==> src/rtl/valve_sequencer.sv <==
// valve_sequencer: round-robin dwell/dead-time sequencer for a 4-way valve demux.
// Optional dead-time phase built when VALVE_SEQ_DEADTIME_EN is defined.
//
// Ports:
//   clk, rst_n              clock, async active-low reset
//   cfg_we/cfg_addr/cfg_data dwell register write port
//   run, abort, req         arbitration enable, sync kill, per-channel requests
//   dmx_in/enable/select    registered demux drive
//   grant_ch, busy          current/last grant, ACTIVE (or DEAD) flag
//   ch_done, ch_done_id     one-cycle completion pulse and its channel
module valve_sequencer #(
  parameter int DWELL_W     = 16,
  parameter int DEAD_CYCLES = 8
) (
  input  logic               clk,
  input  logic               rst_n,
  input  logic               cfg_we,
  input  logic [1:0]         cfg_addr,
  input  logic [DWELL_W-1:0] cfg_data,
  input  logic               run,
  input  logic               abort,
  input  logic [3:0]         req,
  output logic               dmx_in,
  output logic               dmx_enable,
  output logic [3:0]         dmx_select,
  output logic [1:0]         grant_ch,
  output logic               busy,
  output logic               ch_done,
  output logic [1:0]         ch_done_id
);

  if (DEAD_CYCLES < 1 || DEAD_CYCLES > 255) begin : g_dead_range
    $error("valve_sequencer: DEAD_CYCLES out of range 1..255");
  end

`ifdef VALVE_SEQ_DEADTIME_EN
  typedef enum logic [1:0] {
    S_IDLE,
    S_ACTIVE,
    S_DEAD
  } state_t;
`else
  typedef enum logic [1:0] {
    S_IDLE,
    S_ACTIVE
  } state_t;
`endif

  state_t             r_state;
  logic [DWELL_W-1:0] r_dwell [4];
  logic [DWELL_W-1:0] r_cnt;
`ifdef VALVE_SEQ_DEADTIME_EN
  logic [7:0]         r_dead;
`endif
  logic [1:0]         r_rr_ptr;
  logic [1:0]         r_gch;
  logic               r_en;
  logic               r_in;
  logic [3:0]         r_sel;
  logic               r_busy;
  logic               r_done;
  logic [1:0]         r_done_id;

  logic               w_hit;
  logic [1:0]         w_pick;
  logic [DWELL_W-1:0] w_dwell;
  logic [DWELL_W-1:0] w_load;

  // Highest offset first so the nearest requester
  // after rr_ptr is the one left standing.
  always_comb begin
    w_hit  = 1'b0;
    w_pick = r_rr_ptr;
    for (int i = 3; i >= 0; i--) begin
      if (req[r_rr_ptr + 2'(i)]) begin
        w_hit  = 1'b1;
        w_pick = r_rr_ptr + 2'(i);
      end
    end
  end

  // Zero dwell still opens the valve for one cycle.
  assign w_dwell = r_dwell[w_pick];
  assign w_load  = (w_dwell == '0) ? DWELL_W'(1) : w_dwell;

  always_ff @(posedge clk or negedge rst_n) begin
    if (!rst_n) begin
      r_state   <= S_IDLE;
      for (int i = 0; i < 4; i++) begin
        r_dwell[i] <= DWELL_W'(1);
      end
      r_cnt     <= '0;
`ifdef VALVE_SEQ_DEADTIME_EN
      r_dead    <= '0;
`endif
      r_rr_ptr  <= '0;
      r_gch     <= '0;
      r_en      <= 1'b0;
      r_in      <= 1'b0;
      r_sel     <= '0;
      r_busy    <= 1'b0;
      r_done    <= 1'b0;
      r_done_id <= '0;
    end else begin
      // Config writes land even under abort; the
      // running count is a copy, so it is unaffected.
      if (cfg_we) begin
        r_dwell[cfg_addr] <= cfg_data;
      end
      r_done <= 1'b0;
      if (abort) begin
        r_state <= S_IDLE;
        r_cnt   <= '0;
`ifdef VALVE_SEQ_DEADTIME_EN
        r_dead  <= '0;
`endif
        r_en    <= 1'b0;
        r_in    <= 1'b0;
        r_sel   <= '0;
        r_busy  <= 1'b0;
      end else begin
        unique case (r_state)
          S_IDLE: begin
            if (run && w_hit) begin
              r_state <= S_ACTIVE;
              r_gch   <= w_pick;
              r_cnt   <= w_load;
              r_en    <= 1'b1;
              r_in    <= 1'b1;
              r_sel   <= {2'b00, w_pick};
              r_busy  <= 1'b1;
            end
          end
          S_ACTIVE: begin
            if (r_cnt == DWELL_W'(1)) begin
              r_cnt     <= '0;
              r_en      <= 1'b0;
              r_in      <= 1'b0;
              r_done    <= 1'b1;
              r_done_id <= r_gch;
              r_rr_ptr  <= r_gch + 2'd1;
`ifdef VALVE_SEQ_DEADTIME_EN
              // select and busy hold through dead time
              r_state   <= S_DEAD;
              r_dead    <= 8'(DEAD_CYCLES);
`else
              r_state   <= S_IDLE;
              r_sel     <= '0;
              r_busy    <= 1'b0;
`endif
            end else begin
              r_cnt <= r_cnt - DWELL_W'(1);
            end
          end
`ifdef VALVE_SEQ_DEADTIME_EN
          S_DEAD: begin
            if (r_dead == 8'd1) begin
              r_dead  <= '0;
              r_state <= S_IDLE;
              r_sel   <= '0;
              r_busy  <= 1'b0;
            end else begin
              r_dead <= r_dead - 8'd1;
            end
          end
`endif
          default: begin
            r_state <= S_IDLE;
          end
        endcase
      end
    end
  end

  assign dmx_in     = r_in;
  assign dmx_enable = r_en;
  assign dmx_select = r_sel;
  assign grant_ch   = r_gch;
  assign busy       = r_busy;
  assign ch_done    = r_done;
  assign ch_done_id = r_done_id;

endmodule

==> config.mk <==
export PLATFORM = sky130hd
export DESIGN_NAME = valve_sequencer
export DESIGN_NICKNAME = d
export VERILOG_FILES = /design/src/rtl/valve_sequencer.sv
export SDC_FILE = /design/constraint.sdc
export NUM_CORES = 1
export LEC_CHECK = 0
export ABC_AREA = 1
export ABC_CLOCK_PERIOD_IN_PS = 4500
export BUFFER_PORTS_ARGS = -buffer_cell sky130_fd_sc_hd__buf_2
export CAP_MARGIN = 10
export CORE_ASPECT_RATIO = 1.25
export CORE_UTILIZATION = 40
export CTS_BUF_LIST = sky130_fd_sc_hd__clkbuf_4
export CTS_CLUSTER_DIAMETER = 30
export DETAILED_ROUTE_END_ITERATION = 16
export PLACE_DENSITY = 0.6
export SLEW_MARGIN = 15
export SYNTH_ARGS = -nofsm -noshare
export SYNTH_HDL_FRONTEND = slang
export SYNTH_SLANG_ARGS = --single-unit
export TNS_END_PERCENT = 10
==> constraint.sdc <==
create_clock -name clk -period 4.5 [get_ports clk]
set_clock_uncertainty 0.05 [all_clocks]
set_input_delay 0 -clock clk [delete_from_list [all_inputs] [get_ports clk]]
set_output_delay 0 -clock clk [all_outputs]
set_load 0.005 [all_outputs]
After elaboration in Yosys (flattened, before gate mapping)
Cells that the tools add are included.

Add/sub/neg operators: 5. Magnitude comparators: 7. Equality and inequality tests: 4. Muxes and demuxes: 42. Bitwise gates (word level): 3. Reduce and logical (&&, ||, !) cells: 10.

Operators by type and width (count): 16-bit 2-to-1 mux (7); 64-bit bitwise mux (1); 16-bit binary-select mux with 2-bit select (1); 16-bit demux with 2-bit select (1); 16-bit one-hot mux with 2 select lines (1); 16-bit by 1-bit == test with 1-bit output (second input constant) (1); 16-bit logical NOT (1); 16-bit by 1-bit subtractor with 16-bit output (second input constant) (1); 1-bit 2-to-1 mux (14); 2-bit 2-to-1 mux (7); 2-bit by 3-bit less-than comparator with 1-bit output (second input constant) (4); 4-bit 2-to-1 mux (3); 3-bit AND reduction (3); 1-bit binary-select mux with 2-bit select (4); 4-bit one-hot mux with 2 select lines (1); 3-bit >= comparator (second input constant) (2); 3-bit != test (second input constant) (2); 2-bit inverter with 3-bit output (2); 2-bit by 1-bit adder with 2-bit output (second input constant) (2); 2-bit adder (second input constant) (2); 2-bit one-hot mux with 2 select lines (1); 2-bit AND reduction (2); 3-bit by 1-bit less-than comparator with 1-bit output (second input constant) (1); 3-bit nonzero test (1); 5 further kinds (6).

Register bits after elaboration: 94. Input port bits: 27. Output and inout port bits: 12. Logic and storage cells: 83.

Depth between registers and ports, before layout
Depth in word-level cells: 16. Depth in mapped cells: 22.

Worst setup path before layout
OpenSTA, ideal clock, no wires.

Path kind: register to register. From: register r_rr_ptr[0]. To: register r_cnt[0]. Arrival time: 1.980 ns. Required time: 4.377 ns. Path slack: 2.397 ns. Cell stages (with the launch flop): 22. Buffers on the path: 2. Path through: dfrtp_1 -> buf_6 -> inv_8 -> nand2_1 -> nand2_1 -> nand2_1 -> nand2_1 -> inv_2 -> nand2_4 -> nand4_1 -> nand2_4 -> buf_6 -> nand2_1 -> nand3_1 -> nand2_1 -> nor2_1 -> nand2_1 -> nor2_1 -> nand2_1 -> nand2_1 -> nand2_1 -> a21oi_2.

Longest elaborated chain between the ends: 16. Elaborated cells on any way between the ends: 31.

Ends and longest elaborated chain: start: declaration (line 55) `logic [1:0] r_rr_ptr;`; start signal: assignment (line 141) `r_rr_ptr <= r_gch + 2'd1;`; 2-bit adder (line 75, 77); 1-bit binary-select mux with 2-bit select (line 75) `if (req[r_rr_ptr + 2'(i)]) begin`; 1-bit 2-to-1 mux (not written as such) (line 75); 2-bit 2-to-1 mux (4 in a row) (line 75); 2-bit inverter with 3-bit output (not written as such) (line 83) `assign w_dwell = r_dwell[w_pick];`; 16-bit binary-select mux with 2-bit select (line 83); 16-bit 2-to-1 mux (not written as such) (2 in a row) (line 83); 16-bit logical NOT (line 84) `assign w_load = (w_dwell == '0) ? DWELL_W'(1) : w_dwell;`; 16-bit 2-to-1 mux (line 84); 16-bit 2-to-1 mux (line 124) `if (run && w_hit) begin`; 16-bit one-hot mux with 2 select lines (line 122) `unique case (r_state)`; 16-bit 2-to-1 mux (line 111) `if (abort) begin`; end signal: assignment (line 127) `r_cnt <= w_load;`; end signal: assignment (line 152) `r_cnt <= r_cnt - DWELL_W'(1);`; end: declaration (line 51) `logic [DWELL_W-1:0] r_cnt;`.

Several ways; a longest one is shown, not always the timed one. The select of a mux whose other input is x is not followed. A chain may end at the register's enable or synchronous reset.

Worst setup path in the final report
From: register r_rr_ptr[0]. To: register r_cnt[3].

The elaborated chain is that of the path after synthesis.

==> key figures <==
Clock network
  – Number of CTS-inserted buffers: 9
  – TritonCTS clock tree: done
  – Skew-Pair Late Insertion Delay: 440 ps
  – Clock-pin slew on the worst setup and hold paths: roughly 130 ps
  – CTS root buf: clkbuf_4
  – H-tree level count: 3
  – CTS sink cnt: 90
  – Post-cts sizing count: 0
  – Maximum clock path buffer count: 2
  – Setup bufs post-CTS: 0
  – Hold buffers post-CTS: 21

Yosys
  – Top FF cell, synth: dfrtp_1
  – Mux cell area share after synthesis: 0%
  – Simple-gate share of the synthesized area: about 28%
  – Top post-synthesis cells by count: nand2_1 (207), inv_1 (106), dfrtp_1 (86)
  – Adder-Cell Fraction of Synth Area: 0.508%
  – Yosys warning total: 0
  – Most numerous cell in the Yosys netlist: nand2_1
  – Avg Cell Area, Syn: ~7.3 µm²
  – Cell area after synthesis: approximately 5000 µm²
  – Synth area leader: dfrtp_1
  – Xor/xnor share of the synthesized area: under 10%
  – Ys async rst share: between 90% and 100%
  – FF+latch count, synth: 90
  – Gate count after technology mapping: approximately 670
  – Post-synth EDFFs: 0
  – Compound-Gate Fraction of Synth Area: between 10% and 20%
  – Largest cells by area after synthesis: dfrtp_1 (44%), nand2_1 (16%), inv_1 (8.1%)
  – Synth top area share: a little over two fifths
  – Cell variety after synth: 33
  – Sequential area share after synthesis: a little under half
  – Main combinational cell family by area after synthesis: simple AND/OR/NAND/NOR gates

Die
  – Die Ht: between 100 and 150 µm
  – Core Area: 11,800 µm²
  – IO Count: 39
  – Row count: 44
  – Die width: between 100 and 150 µm
  – Initial Util: roughly two fifths
  – Die Area: 12,800 µm²

Pwr
  – VDD IR-drop max: around 0.15 mV
  – P_sw: around 700 µW
  – Internal power: around 1.3 mW
  – P_leak: 2.93 nW
  – Clock Power Share: about 21%
  – Net Sw Frac: roughly a third
  – PwrDens: about 360 nW/µm²
  – Combinational power share: between 20 and 30%
  – Flop pwr share: roughly half

Critical path
  – Arr. time, crit path: 3240 ps
  – Worst Path Required: between 4000 and 5000 ps
  – Crit-path max FO: 21
  – Kind of start point of the critical path: flip-flop
  – Worst setup EP type: flip-flop
  – Crit path kind: reg2reg

Placement
  – Pre-CTS WS: ~1600 ps
  – IO Port Bufs: 36
  – Dpl cell area: 5170 µm²
  – Post-DP HPWL: 7.36 mm
  – Gpl congestion: 0.841

Timing
  – RSZ-0062 raised after global routing: false
  – # setup viols final: 0
  – Slew Limit Headroom: 30.6%
  – Final Worst Setup Slack: approximately 1600 ps
  – Min Tclk post-route: ~2900 ps
  – Final hold violation count: 0
  – Final max-slew violation count: 0
  – Worst-Margin Slew: 1040 ps
  – Max Freq: about 340 MHz
  – Setup TNS: 0 ps
  – Fin crit share: 65.3%

Cells and area
  – Final Cell Area: roughly 5500 µm²
  – Final nets: 744
  – Share of layout cells above drive strength 1: 11.3%
  – Area growth syn-to-layout: 11.8%

Detailed routing
  – Vias/cell: between 4 and 5
  – # DRC: 0
  – DRT antenna net count: 0
  – WL/cell: between 10 and 15 µm
  – DR iter-0 viols: roughly 260
  – Drt total wl: about 11 mm
  – DR pass1 iterations: 5
  – Routed via count: 4,197

Global route
  – Total GRT Usage: 18.7%
  – Vias in the first global route: 4,049
  – Total gr overflow: 0
  – Initial antenna violation count: 1
  – Largest net degree at the start of global routing: 55
  – First-pass GRT wire length: around 19 mm

Outcome
  – Status: finished, final reports clean

Job
  – Max-Cap Viols: 0

Worst hold path
  – Min-Delay Path Class: in2reg
worst max-delay path, stage by stage, from the launching register on:
cell and delay (ps):
dfrtp_1 680, inv_8 80, nand2_1 80, nand2_1 80, nand2_2 100, nand2_1 70, inv_2 80, nand2_4 70
o31ai_1 330, nand2_1 370, inv_1 580, a21oi_1 90, a22oi_1 190
sequential cells by signal (all words and copies together) (netlist names):
register    count
r_dwell        64
r_cnt          16
ch_done_id      2
dmx_select      2
grant_ch        2
r_rr_ptr        2
ch_done         1
r_state         1
layer usage:
layer  share of wire (%)  wire (µm)  global-route usage, %
met5                   0          0                      0
met4                 1.0        112                   6.22
met3                 2.8        305                   3.05
met2                  48       5260                   32.0
met1                  48       5230                   23.8
placed cells by master, fill, tap and decap left out, types with 2 or more instances in the layout:
cell type      count
dfstp_2            4
nand2_4            5
nand2_1          207
clkinvlp_4         2
nand3b_1           3
xor2_1            10
nand3_2            3
buf_2             35
nor3_1             2
buf_4              5
a31oi_1            3
o21ai_0           74
nor4_1             3
dlygate4sd3_1     20
ha_1               2
dfrtp_1           86
inv_1            106
nand2_2            4
a21oi_1           19
a22oi_1            7
clkbuf_4          13
nand3_1           46
conb_1             2
nor2_1            40
inv_2              5
nand4_1            5
power by group through the flow:
stage / combinational [mW] / sequential [mW] / clock, mW
6_report: 0.552 / 1.02 / 0.408
5_1_grt: 0.647 / 1.04 / 0.455
4_1_cts: 0.557 / 1.02 / 0.424
3_5_place_dp: 0.539 / 1.04 / 0
3_3_place_gp: 0.529 / 1.03 / 0
2_1_floorplan: 0.422 / 1.02 / 0
layout make-up:
class,count,area [µm²]
antenna,1,2.50
clock buffer,13,97.6
clock inverter,3,18.8
fill,1234,6270
inverter,112,428
multi-input combinational,441,2070
sequential,90,2260
tap,161,201
timing repair buffer,61,433
kinds of logic after synthesis:
group / after synthesis
and+or+nand+nor: 319
buffers and inverters: 141
AOI/OAI and AO/OA: 107
DFF: 90
xor gates and xnor gates: 11
adders and majority gates: 2
other: 1
through the flow:
step           util (%)  power (mW)  hold slack, ps  std cells
3_3_place_gp       43.9        1.56           -61.8        844
2_1_floorplan         -        1.44            -346        672
5_1_grt            46.8        2.14            70.5        882
6_report           46.8        1.98            55.4        882
3_5_place_dp       43.9        1.58           -59.0        844
4_1_cts            46.8        2.00            30.0        881
path summary, 6_finish.rpt:
check                      cells after the start  slack, ps     startpoint             to
setup / recovery                              12       1560    r_rr_ptr[0]       r_cnt[3]
hold / removal                                 5         60    cfg_addr[1]     r_dwell[0]
setup reg to reg                              12       1560    r_rr_ptr[0]       r_cnt[3]
hold reg to reg                                2        440  dmx_select[1]  dmx_select[1]
max in group asynchronous                      4       3030          rst_n    r_dwell[20]
min in group asynchronous                      3        440          rst_n    r_dwell[38]
Note: power is estimated with default switching activity, not from simulation.
